`config.mk`:
```
export PLATFORM = sky130hd
export DESIGN_NAME = crash_detect_seq
export DESIGN_NICKNAME = d
export VERILOG_FILES = /design/src/rtl/crash_pkg.sv /design/src/rtl/pillar_hit_cmp.sv /design/src/rtl/crash_detect_seq.sv
export SDC_FILE = /design/constraint.sdc
export NUM_CORES = 1
export LEC_CHECK = 0
export BUFFER_PORTS_ARGS = -buffer_cell sky130_fd_sc_hd__buf_2
export CORE_MARGIN = 4
export CORE_UTILIZATION = 60
export DETAILED_ROUTE_END_ITERATION = 8
export PLACE_DENSITY = 0.89
export SKIP_CTS_REPAIR_TIMING = 1
export SYNTH_ARGS = -nofsm -noshare
export SYNTH_HDL_FRONTEND = slang
export SYNTH_SLANG_ARGS = --single-unit
```
`constraint.sdc`:
```
create_clock -name clk -period 7.7 [get_ports clk]
set_input_delay 0.385 -clock clk [delete_from_list [all_inputs] [get_ports clk]]
set_output_delay 0.385 -clock clk [all_outputs]
set_load 0.1 [all_outputs]
```
`src/rtl/crash_pkg.sv`:
```
// Shared constants and encodings for the sequential flappy-bird crash checker.
package crash_pkg;

    // Default geometry, in pixels
    localparam int DEF_NUM_PILLARS   = 3;
    localparam int DEF_COORD_W       = 10;
    localparam int DEF_BIRD_X        = 80;
    localparam int DEF_BIRD_HALF_H   = 6;
    localparam int DEF_BIRD_HALF_W   = 15;
    localparam int DEF_PILLAR_HALF_W = 30;
    localparam int DEF_GAP_HALF      = 35;
    localparam int DEF_SCREEN_H      = 480;

    // What the bird collided with
    typedef enum logic [1:0] {
        HIT_NONE   = 2'd0,
        HIT_PILLAR = 2'd1,
        HIT_TOP    = 2'd2,
        HIT_BOTTOM = 2'd3
    } hit_kind_e;

    // Check sequencer states
    typedef enum logic [1:0] {
        ST_IDLE  = 2'd0,
        ST_SCAN  = 2'd1,
        ST_BOUND = 2'd2,
        ST_DONE  = 2'd3
    } state_e;

endpackage

```
`src/rtl/pillar_hit_cmp.sv`:
```
// Combinational collision test of the bird against a single pillar.
// All comparisons are done on zero-extended sums so nothing can underflow
// when a pillar sits near the left edge or its gap near the top of the screen.
module pillar_hit_cmp
    import crash_pkg::*;
#(
    parameter int COORD_W       = DEF_COORD_W,
    parameter int BIRD_X        = DEF_BIRD_X,
    parameter int BIRD_HALF_H   = DEF_BIRD_HALF_H,
    parameter int BIRD_HALF_W   = DEF_BIRD_HALF_W,
    parameter int PILLAR_HALF_W = DEF_PILLAR_HALF_W,
    parameter int GAP_HALF      = DEF_GAP_HALF
) (
    input  logic [COORD_W-1:0] px,
    input  logic [COORD_W-1:0] py,
    input  logic [COORD_W-1:0] bird_y,
    output logic               hit
);

    localparam int SUM_W = COORD_W + 2;

    localparam logic [SUM_W-1:0] X_RIGHT_LIM = SUM_W'(BIRD_X + BIRD_HALF_W + PILLAR_HALF_W);
    localparam logic [SUM_W-1:0] X_BIRD      = SUM_W'(BIRD_X);
    localparam logic [SUM_W-1:0] X_REACH     = SUM_W'(PILLAR_HALF_W + BIRD_HALF_W);
    localparam logic [SUM_W-1:0] GAP_E       = SUM_W'(GAP_HALF);
    localparam logic [SUM_W-1:0] BIRD_H_E    = SUM_W'(BIRD_HALF_H);

    logic [SUM_W-1:0] px_e;
    logic [SUM_W-1:0] py_e;
    logic [SUM_W-1:0] by_e;
    logic             h_overlap;
    logic             above_gap;
    logic             below_gap;

    // Horizontal overlap and vertical escape from the gap, rearranged to avoid subtraction
    always_comb begin
        px_e      = {2'b00, px};
        py_e      = {2'b00, py};
        by_e      = {2'b00, bird_y};
        h_overlap = (px_e <= X_RIGHT_LIM) && (X_BIRD <= (px_e + X_REACH));
        above_gap = (by_e + GAP_E) < (py_e + BIRD_H_E);
        below_gap = (by_e + BIRD_H_E) > (py_e + GAP_E);
        hit       = h_overlap && (above_gap || below_gap);
    end

endmodule

```
`src/rtl/crash_detect_seq.sv`:
```
// Sequential collision checker: snapshots bird and pillar positions on a
// frame tick, scans one pillar per clock through a single comparator, then
// checks the screen limits and latches a sticky game_over with the hit cause.
module crash_detect_seq
    import crash_pkg::*;
#(
    parameter int NUM_PILLARS   = DEF_NUM_PILLARS,
    parameter int COORD_W       = DEF_COORD_W,
    parameter int BIRD_X        = DEF_BIRD_X,
    parameter int BIRD_HALF_H   = DEF_BIRD_HALF_H,
    parameter int BIRD_HALF_W   = DEF_BIRD_HALF_W,
    parameter int PILLAR_HALF_W = DEF_PILLAR_HALF_W,
    parameter int GAP_HALF      = DEF_GAP_HALF,
    parameter int SCREEN_H      = DEF_SCREEN_H,
    localparam int IDX_W        = (NUM_PILLARS > 1) ? $clog2(NUM_PILLARS) : 1
) (
    input  logic                           clk,
    input  logic                           clr,
    input  logic                           enable,
    input  logic                           frame_tick,
    input  logic [COORD_W-1:0]             bird_y,
    input  logic [NUM_PILLARS*COORD_W-1:0] pillar_x,
    input  logic [NUM_PILLARS*COORD_W-1:0] pillar_y,
    output logic                           busy,
    output logic                           check_done,
    output logic                           game_over,
    output logic [1:0]                     hit_kind,
    output logic [IDX_W-1:0]               hit_idx,
    output logic                           overrun
);

    localparam int SUM_W = COORD_W + 2;
    localparam logic [IDX_W-1:0] LAST_IDX  = IDX_W'(NUM_PILLARS - 1);
    localparam logic [SUM_W-1:0] TOP_LIM   = SUM_W'(BIRD_HALF_H);
    localparam logic [SUM_W-1:0] BIRD_H_E  = SUM_W'(BIRD_HALF_H);
    localparam logic [SUM_W-1:0] BOT_LIM   = SUM_W'(SCREEN_H);

    logic [COORD_W-1:0] px_in [NUM_PILLARS];
    logic [COORD_W-1:0] py_in [NUM_PILLARS];

    state_e             state_q,     state_d;
    logic [IDX_W-1:0]   idx_q,       idx_d;
    logic [COORD_W-1:0] bird_q,      bird_d;
    logic [COORD_W-1:0] px_q [NUM_PILLARS];
    logic [COORD_W-1:0] px_d [NUM_PILLARS];
    logic [COORD_W-1:0] py_q [NUM_PILLARS];
    logic [COORD_W-1:0] py_d [NUM_PILLARS];
    logic               pil_hit_q,   pil_hit_d;
    logic [IDX_W-1:0]   pil_idx_q,   pil_idx_d;
    logic               game_over_q, game_over_d;
    logic [1:0]         hit_kind_q,  hit_kind_d;
    logic [IDX_W-1:0]   hit_idx_q,   hit_idx_d;
    logic               overrun_q,   overrun_d;

    logic [COORD_W-1:0] cmp_px;
    logic [COORD_W-1:0] cmp_py;
    logic               cmp_hit;
    logic [SUM_W-1:0]   by_e;
    logic               top_hit;
    logic               bot_hit;

    // Split the packed pillar buses into per-pillar coordinates
    generate
        for (genvar gi = 0; gi < NUM_PILLARS; gi++) begin : g_unpack
            assign px_in[gi] = pillar_x[gi*COORD_W +: COORD_W];
            assign py_in[gi] = pillar_y[gi*COORD_W +: COORD_W];
        end
    endgenerate

    // The pillar currently being scanned is picked from the snapshot
    assign cmp_px = px_q[idx_q];
    assign cmp_py = py_q[idx_q];

    pillar_hit_cmp #(
        .COORD_W       (COORD_W),
        .BIRD_X        (BIRD_X),
        .BIRD_HALF_H   (BIRD_HALF_H),
        .BIRD_HALF_W   (BIRD_HALF_W),
        .PILLAR_HALF_W (PILLAR_HALF_W),
        .GAP_HALF      (GAP_HALF)
    ) u_cmp (
        .px     (cmp_px),
        .py     (cmp_py),
        .bird_y (bird_q),
        .hit    (cmp_hit)
    );

    // Screen limits, evaluated on the snapshot bird position
    always_comb begin
        by_e    = {2'b00, bird_q};
        top_hit = by_e <= TOP_LIM;
        bot_hit = (by_e + BIRD_H_E) >= BOT_LIM;
    end

    // Sequencer next-state, snapshot capture and result latching
    always_comb begin
        state_d     = state_q;
        idx_d       = idx_q;
        bird_d      = bird_q;
        px_d        = px_q;
        py_d        = py_q;
        pil_hit_d   = pil_hit_q;
        pil_idx_d   = pil_idx_q;
        game_over_d = game_over_q;
        hit_kind_d  = hit_kind_q;
        hit_idx_d   = hit_idx_q;
        overrun_d   = overrun_q;

        // A live tick while a check is still in flight gets dropped and flagged
        if (frame_tick && enable && (state_q != ST_IDLE)) begin
            overrun_d = 1'b1;
        end

        case (state_q)
            ST_IDLE: begin
                if (frame_tick && enable && !game_over_q) begin
                    state_d   = ST_SCAN;
                    idx_d     = '0;
                    bird_d    = bird_y;
                    px_d      = px_in;
                    py_d      = py_in;
                    pil_hit_d = 1'b0;
                    pil_idx_d = '0;
                end
            end
            ST_SCAN: begin
                // Keep only the lowest-index hit; scanning always runs to the end
                if (cmp_hit && !pil_hit_q) begin
                    pil_hit_d = 1'b1;
                    pil_idx_d = idx_q;
                end
                if (idx_q == LAST_IDX) begin
                    state_d = ST_BOUND;
                end else begin
                    idx_d = idx_q + 1'b1;
                end
            end
            ST_BOUND: begin
                // Commit so the result is visible together with check_done
                state_d = ST_DONE;
                if (pil_hit_q) begin
                    game_over_d = 1'b1;
                    hit_kind_d  = HIT_PILLAR;
                    hit_idx_d   = pil_idx_q;
                end else if (top_hit) begin
                    game_over_d = 1'b1;
                    hit_kind_d  = HIT_TOP;
                end else if (bot_hit) begin
                    game_over_d = 1'b1;
                    hit_kind_d  = HIT_BOTTOM;
                end
            end
            ST_DONE: begin
                state_d = ST_IDLE;
            end
            default: begin
                state_d = ST_IDLE;
            end
        endcase
    end

    // State and data registers with synchronous clear
    always_ff @(posedge clk) begin
        if (clr) begin
            state_q     <= ST_IDLE;
            idx_q       <= '0;
            bird_q      <= '0;
            for (int i = 0; i < NUM_PILLARS; i++) begin
                px_q[i] <= '0;
                py_q[i] <= '0;
            end
            pil_hit_q   <= 1'b0;
            pil_idx_q   <= '0;
            game_over_q <= 1'b0;
            hit_kind_q  <= HIT_NONE;
            hit_idx_q   <= '0;
            overrun_q   <= 1'b0;
        end else begin
            state_q     <= state_d;
            idx_q       <= idx_d;
            bird_q      <= bird_d;
            px_q        <= px_d;
            py_q        <= py_d;
            pil_hit_q   <= pil_hit_d;
            pil_idx_q   <= pil_idx_d;
            game_over_q <= game_over_d;
            hit_kind_q  <= hit_kind_d;
            hit_idx_q   <= hit_idx_d;
            overrun_q   <= overrun_d;
        end
    end

    assign busy       = (state_q == ST_SCAN) || (state_q == ST_BOUND);
    assign check_done = (state_q == ST_DONE);
    assign game_over  = game_over_q;
    assign hit_kind   = hit_kind_q;
    assign hit_idx    = hit_idx_q;
    assign overrun    = overrun_q;

endmodule

```
==> results of run 1 <==
[final cells by class]
type	instances	area [sq um]	share of cell area (%)
clock inverters	5	83.8	1.59
inverters	14	52.6	0.999
clock buffers	11	141	2.69
multi-input cells	459	2770	52.7
well taps	99	124	2.35
repair buffers	84	428	8.13
flip-flops and latches	83	1660	31.6
[stage by stage]
| stage | setup slack [ns] | instances | hold slack (ns) | utilization (%) | cell area [sq um] |
|---|---|---|---|---|---|
| 2_1_floorplan | 4.40 | 592 | 0.435 | - | 4690 |
| 3_3_place_gp | 3.77 | 739 | 0.443 | 68.0 | 5040 |
| 3_5_place_dp | 3.55 | 739 | 0.446 | 68.0 | 5040 |
| 4_1_cts | 3.46 | 755 | 0.243 | 71.0 | 5260 |
| 5_1_grt | 3.11 | 755 | 0.243 | 71.0 | 5260 |
| 6_report | 3.38 | 755 | 0.243 | 71.0 | 5260 |
[logic make-up (layout without fill, tap and decap cells)]
| group | Yosys count | count (layout) | share of synthesized area [%] |
|---|---|---|---|
| fa+ha+maj | 37 | 37 | 9.86 |
| xor+xnor | 29 | 29 | 5.57 |
| compound gates | 140 | 140 | 17.9 |
| buf+inv | 50 | 114 | 5.76 |
| flops | 83 | 83 | 35.4 |
| mux | 20 | 20 | 4.27 |
| simple gates | 233 | 233 | 21.3 |
[critical path, delay by kind of cell (launching register included)]
| kind | cells | cell delay, ns |
|---|---|---|
| compound gates | 5 | 1.17 |
| xor+xnor | 1 | 0.17 |
| fa+ha+maj | 2 | 0.64 |
| flops | 1 | 0.85 |
| mux | 1 | 0.22 |
| simple gates | 4 | 1.20 |
[metal layers]
metal	part of all wire (%)	up-vias	track usage (%)
met4	3.6	0	13.8
met3	4.1	37	4.73
li1	-	2120	-
met5	0	-	0
met2	52	122	44.8
met1	41	1995	28.6
[cell usage after synthesis, types with 3 or more instances]
cell type,number,area (sq um)
nand2_1,172,646
mux2i_1,20,200
a21oi_1,81,405
a31oi_1,3,18.8
nand4_1,4,25.0
o21ai_0,16,80.1
o21ai_2,3,26.3
dfxtp_1,83,1660
and3_1,3,18.8
nor2b_1,3,18.8
xnor2_1,15,131
nor3_1,5,25.0
buf_2,4,20.0
o21a_1,3,22.5
buf_4,3,22.5
o21ai_1,9,45.0
clkbuf_1,23,86.3
buf_6,3,33.8
ha_1,37,463
nand3_1,4,20.0
inv_1,13,48.8
a211oi_2,3,37.5
o31ai_1,3,22.5
xor2_1,13,114
nor2_1,28,105
[where the power goes]
group	internal, uW	switching [uW]
Clock	193	163
Sequential	485	51.5
Combinational	176	327
Total	854	541
[flip-flops by register name (all words and copies together) (netlist names)]
register	cells
py_q	30
overrun	1
pil_hit_q	1
game_over	1
hit_idx	2
px_q	30
bird_q	10
pil_idx_q	2
idx_q	2
hit_kind	2
state_q	2
[path summary, 6_finish.rpt]
check        slack (ns)                   from                   endpoint  cells after the start
max                3.38  idx_q[1]$_SDFFE_PP0P_  pil_idx_q[0]$_SDFFE_PP0P_                     13
min                0.24           pillar_y[25]       py_q[5]$_SDFFE_PP0P_                      3
max reg2reg        3.38  idx_q[1]$_SDFFE_PP0P_  pil_idx_q[0]$_SDFFE_PP0P_                     13
min reg2reg        0.46  py_q[27]$_SDFFE_PP0P_      py_q[27]$_SDFFE_PP0P_                      2
==> out/results.ini, run 1 <==
[status]
status = completed

[routing]
dr.pass1.iters = 4
postRouteAntennaNets = 0
vias = 4274
drc_errors = 0
wl_microns = 11100
routedWlPerCell_microns = 14.7
drt_iter0_drc = 224
via_per_inst = 5.66

[synthesis]
yosysSeqAreaShare_pct = 35.4
ys_ff_latch = 83
synth_area_per_cell_sq_um = 7.93
syn_nets = 703
syn_inst = 592
syn-cell-area_sq_um = 4690
ys.flop_type = dfxtp_1
synth-async-reset-ratio_pct = 0
synth.distinct_cells = 56
synth_edf_count = 0
ys_warn_count = 0

[clock_tree]
cts_buffers = 9
clkTransAtPathRegs_ns = 0.09
root_buffer = clkbuf_8
clock_path_buffers = 2
cts.sinks = 83
htree_levels = 3
clk_latency_ns = 0.37
cts_tree = built

[setup_path]
crit_required_ns = 8.00
path_cells = nor2b_4, a21oi_1, ha_1, nor3_1, nand2_1, xor2_1, ha_1, and3_1, a221o_1, a21oi_1, a2bb2oi_1, a211oi_2, mux2i_1
crit_type = reg -> reg
cp.arrival_ns = 4.62
startpoint_type = flip-flop
crit_path_end_kind = flip-flop
cpPeakStageDelay_ns = 0.85
cp_slowest_cell = dfxtp_1
path_max_fanout = 24

[global_route]
gr-total-overflow = 0
grt_pass1_vias = 4160
grt_pass1_wl_microns = 18400
grt_usage_pct = 25.3
antenna_found_initial = 0
grt_max_degree = 83

[finish]
antenna_cells = 0
drive_gt1_share_pct = 18.3
nets = 762
syn_to_final_growth_pct = 12.1
final_common_cell = nand2_1
n_fill_cell = 589
mostFrequentLayoutCells = nand2_1 (171), dfxtp_1 (83), a21oi_1 (81), buf_2 (81), ha_1 (37)

[floorplanning]
fp.dieW_microns = 96.4
start_util_pct = 63.4
die_height_microns = 96.4
rows = 31
core-area_sq_um = 7410
io_pins = 82
die_area_sq_um = 9300

[timing]
period_needed_ns = 4.32
post-route-period-util_pct = 56.1
rsz0062_at_grt = no
slew_violations = 0
skew_ns = 0.00878
fmax_mhz = 232
hold_viol_final = 0
tns_ns = 0
final-setup-viol-count = 0
relSlewSlack_pct = 16.8
tightest_slew_ns = 1.24

[min_path]
hold_class = in -> reg

[power_and_ir_drop]
power.leakage_uw = 0.00210
power_density_nw_per_um2 = 265
peakVddDrop_mv = 0.135
power.total_uw = 1390

[flow_run]
cap_violations = 0

[placement]
hpwl_microns = 7980
globalplace.congestion = 0.907
portBuffers = 81

(Power assumes the default switching activity.)
==> run 2, diff against run 1 <==
CORE_UTILIZATION = 51   (was 60)
PLACE_DENSITY = 0.81   (was 0.89)
clock period = 3.5 ns   (was 7.7 ns; I/O delays follow)
==> out/results.ini, run 2 (synthesis gave the netlist of run 1 again) <==
[timing]
tightest_slew_ns = 1.07  ; was 1.24 ns
skew_ns = 0.0119  ; was 0.00878 ns
relSlewSlack_pct = 28.7  ; was 16.8%
period_needed_ns = 3.30  ; was 4.32 ns
final-setup-viol-count = 0  ; unchanged
slew_violations = 0  ; unchanged
post-route-period-util_pct = 94.3  ; was 56.1%
fmax_mhz = 303  ; was 232 MHz
hold_viol_final = 0  ; unchanged

[finish]
top_regs = px_q: 30 flops, py_q: 30 flops, bird_q: 10 flops  ; unchanged
nets = 772  ; was 762
syn_to_final_growth_pct = 14.3  ; was 12.1%
utilization_pct = 60.6  ; was 71.0%
antenna_cells = 0  ; unchanged
drive_gt1_share_pct = 21.3  ; was 18.3%
stdcell_area_sq_um = 5360  ; was 5260 sq um
final_cells = 774  ; was 755
mostFrequentLayoutCells = nand2_1 (171), dfxtp_1 (81), buf_2 (81), a21oi_1 (79), ha_1 (37)  ; was nand2_1 (171), dfxtp_1 (83), a21oi_1 (81), buf_2 (81), ha_1 (37)
final_common_cell = nand2_1  ; unchanged

[min_path]
hold_class = in -> reg  ; unchanged

[routing]
vias = 4195  ; was 4,274
drt_iter0_drc = 173  ; was 224
drc_errors = 0  ; unchanged
dr.pass1.iters = 5  ; was 4
postRouteAntennaNets = 0  ; unchanged
via_per_inst = 5.42  ; was 5.66
wl_microns = 11300  ; was 11,100 microns
routedWlPerCell_microns = 14.6  ; was 14.7 microns

[placement]
hpwl_microns = 8250  ; was 7980 microns
globalplace.congestion = 0.881  ; was 0.907
dp.cells = 756  ; was 739
portBuffers = 81  ; unchanged
placed_area_sq_um = 5110  ; was 5040 sq um

[power_and_ir_drop]
power.total_uw = 3000  ; was 1390 uW
peakVddDrop_mv = 0.287  ; was 0.135 mV
p_sw_uw = 1240  ; was 541 uW
power_density_nw_per_um2 = 560  ; was 265 nW/um^2
p_comb_share_pct = 38.8  ; was 36.1%
p_sw_share_pct = 41.2  ; was 38.8%
p_int_uw = 1770  ; was 854 uW
p_seq_share_pct = 39.1  ; was 38.5%
power.leakage_uw = 0.00214  ; was 0.00210 uW
clkPwrFrac_pct = 22.1  ; was 25.5%

[clock_tree]
clock_path_buffers = 2  ; unchanged
root_buffer = clkbuf_8  ; unchanged
cts_buffers = 9  ; unchanged
htree_levels = 3  ; unchanged
cts.sinks = 83  ; unchanged
clk_latency_ns = 0.36  ; was 0.37 ns
cts_tree = built  ; unchanged
clkTransAtPathRegs_ns = 0.09  ; about the same

[setup_path]
timing.rr.end = pil_idx_q[0]$_SDFFE_PP0P_  ; unchanged
startpoint_type = flip-flop  ; unchanged
cp_slowest_cell = dfxtp_2  ; was dfxtp_1
rr_worst_depth = 13  ; unchanged
endpoint = pil_idx_q[0]$_SDFFE_PP0P_  ; unchanged
crit_type = reg -> reg  ; unchanged
cp_num_buf_inv = 1  ; was 0
path_delay_family = compound AO/OA/AOI/OAI gates  ; was simple AND/OR/NAND/NOR gates
r2r_setup_slack_ns = 0.20  ; was 3.38 ns
cpPeakStageDelay_ns = 0.45  ; was 0.85 ns
path_max_fanout = 12  ; was 24
crit_path_start = idx_q[1]$_SDFFE_PP0P_  ; unchanged
crit_path_end_kind = flip-flop  ; unchanged
cp.depth = 13  ; unchanged
path_cells = nor2b_4, buf_4, a21oi_4, a211oi_2, nand3_1, xor2_1, ha_1, and3_1, a221o_1, a21oi_1, a2bb2oi_2, a211oi_4, mux2i_1  ; was nor2b_4, a21oi_1, ha_1, nor3_1, nand2_1, xor2_1, ha_1, and3_1, a221o_1, a21oi_1, a2bb2oi_1, a211oi_2, mux2i_1
reg2reg_from = idx_q[1]$_SDFFE_PP0P_  ; unchanged
crit_required_ns = 3.79  ; was 8.00 ns
cp.arrival_ns = 3.59  ; was 4.62 ns

[global_route]
grt_max_degree = 71  ; was 83
antenna_found_initial = 0  ; unchanged
grt_pass1_wl_microns = 18800  ; was 18,400 microns
grt_usage_pct = 20.8  ; was 25.3%
gr-total-overflow = 0  ; unchanged
grt_pass1_vias = 4163  ; was 4,160

[floorplanning]
core-area_sq_um = 8850  ; was 7410 sq um
fp.dieW_microns = 104  ; was 96.4 microns
die_height_microns = 104  ; was 96.4 microns
start_util_pct = 53.0  ; was 63.4%
die_area_sq_um = 10800  ; was 9300 sq um
rows = 34  ; was 31
io_pins = 82  ; unchanged

[status]
status = completed  ; unchanged

[flow_run]
cap_violations = 0  ; unchanged

-- run 2: worst min-delay path by stage --
stage | startpoint | endpoint | cells past startpoint
6_report | pillar_y[8] | py_q[28]$_SDFFE_PP0P_ | 3
5_1_grt | pillar_y[0] | py_q[20]$_SDFFE_PP0P_ | 3
4_1_cts | pillar_x[2] | px_q[22]$_SDFFE_PP0P_ | 3
3_5_place_dp | pillar_y[6] | py_q[26]$_SDFFE_PP0P_ | 3
3_3_place_gp | pillar_x[9] | px_q[29]$_SDFFE_PP0P_ | 3
2_1_floorplan | pillar_x[20] | px_q[0]$_SDFFE_PP0P_ | 2
-- run 2: per-layer routing --
layer  track usage (%)  wire (microns)  vias to the layer above
li1                  -               -                     2132
met1              25.0            4760                     1947
met2              36.6            5830                       88
met4              8.93             340                        0
met3              3.35             367                       28
met5                 0               0                        -
-- run 2: final cells by class --
class / count / area, sq um
repair buffers: 94 / 503
clock buffers: 10 / 138
multi-input cells: 459 / 2820
flip-flops and latches: 83 / 1670
clock inverters: 6 / 47.5
well taps: 108 / 135
fillers: 830 / 3480
inverters: 14 / 52.6
-- run 2: power by group through the flow --
stage	sequential, uW	combinational, uW	clock (uW)
finish	1170	1170	665
global route	1190	1320	711
CTS	1170	1130	676
detailed placement	1190	1120	0
global placement	1190	1090	0
floorplan	1220	845	0
-- run 2: worst reg2reg max path: cells and delay by family, from the launching register on --
family	cells	cell delay, ns
AO/OA/AOI/OAI	6	1.28
XOR/XNOR	1	0.16
buffers and inverters	1	0.24
AND/OR/NAND/NOR	3	0.60
multiplexers	1	0.21
adder cells (fa/ha/maj)	1	0.29
flip-flops	1	0.45
-- run 2: through the flow --
step / hold WS, ns / setup TNS (ns) / worst slack [ns]
after floorplan: 0.311 / 0 / 0.204
final: 0.0441 / 0 / 0.199
after global routing: 0.0349 / -0.117 / -0.0595
after detailed placement: 0.421 / -0.0480 / -0.0396
after global placement: 0.415 / 0 / 0.187
after CTS: 0.0346 / -0.223 / -0.102
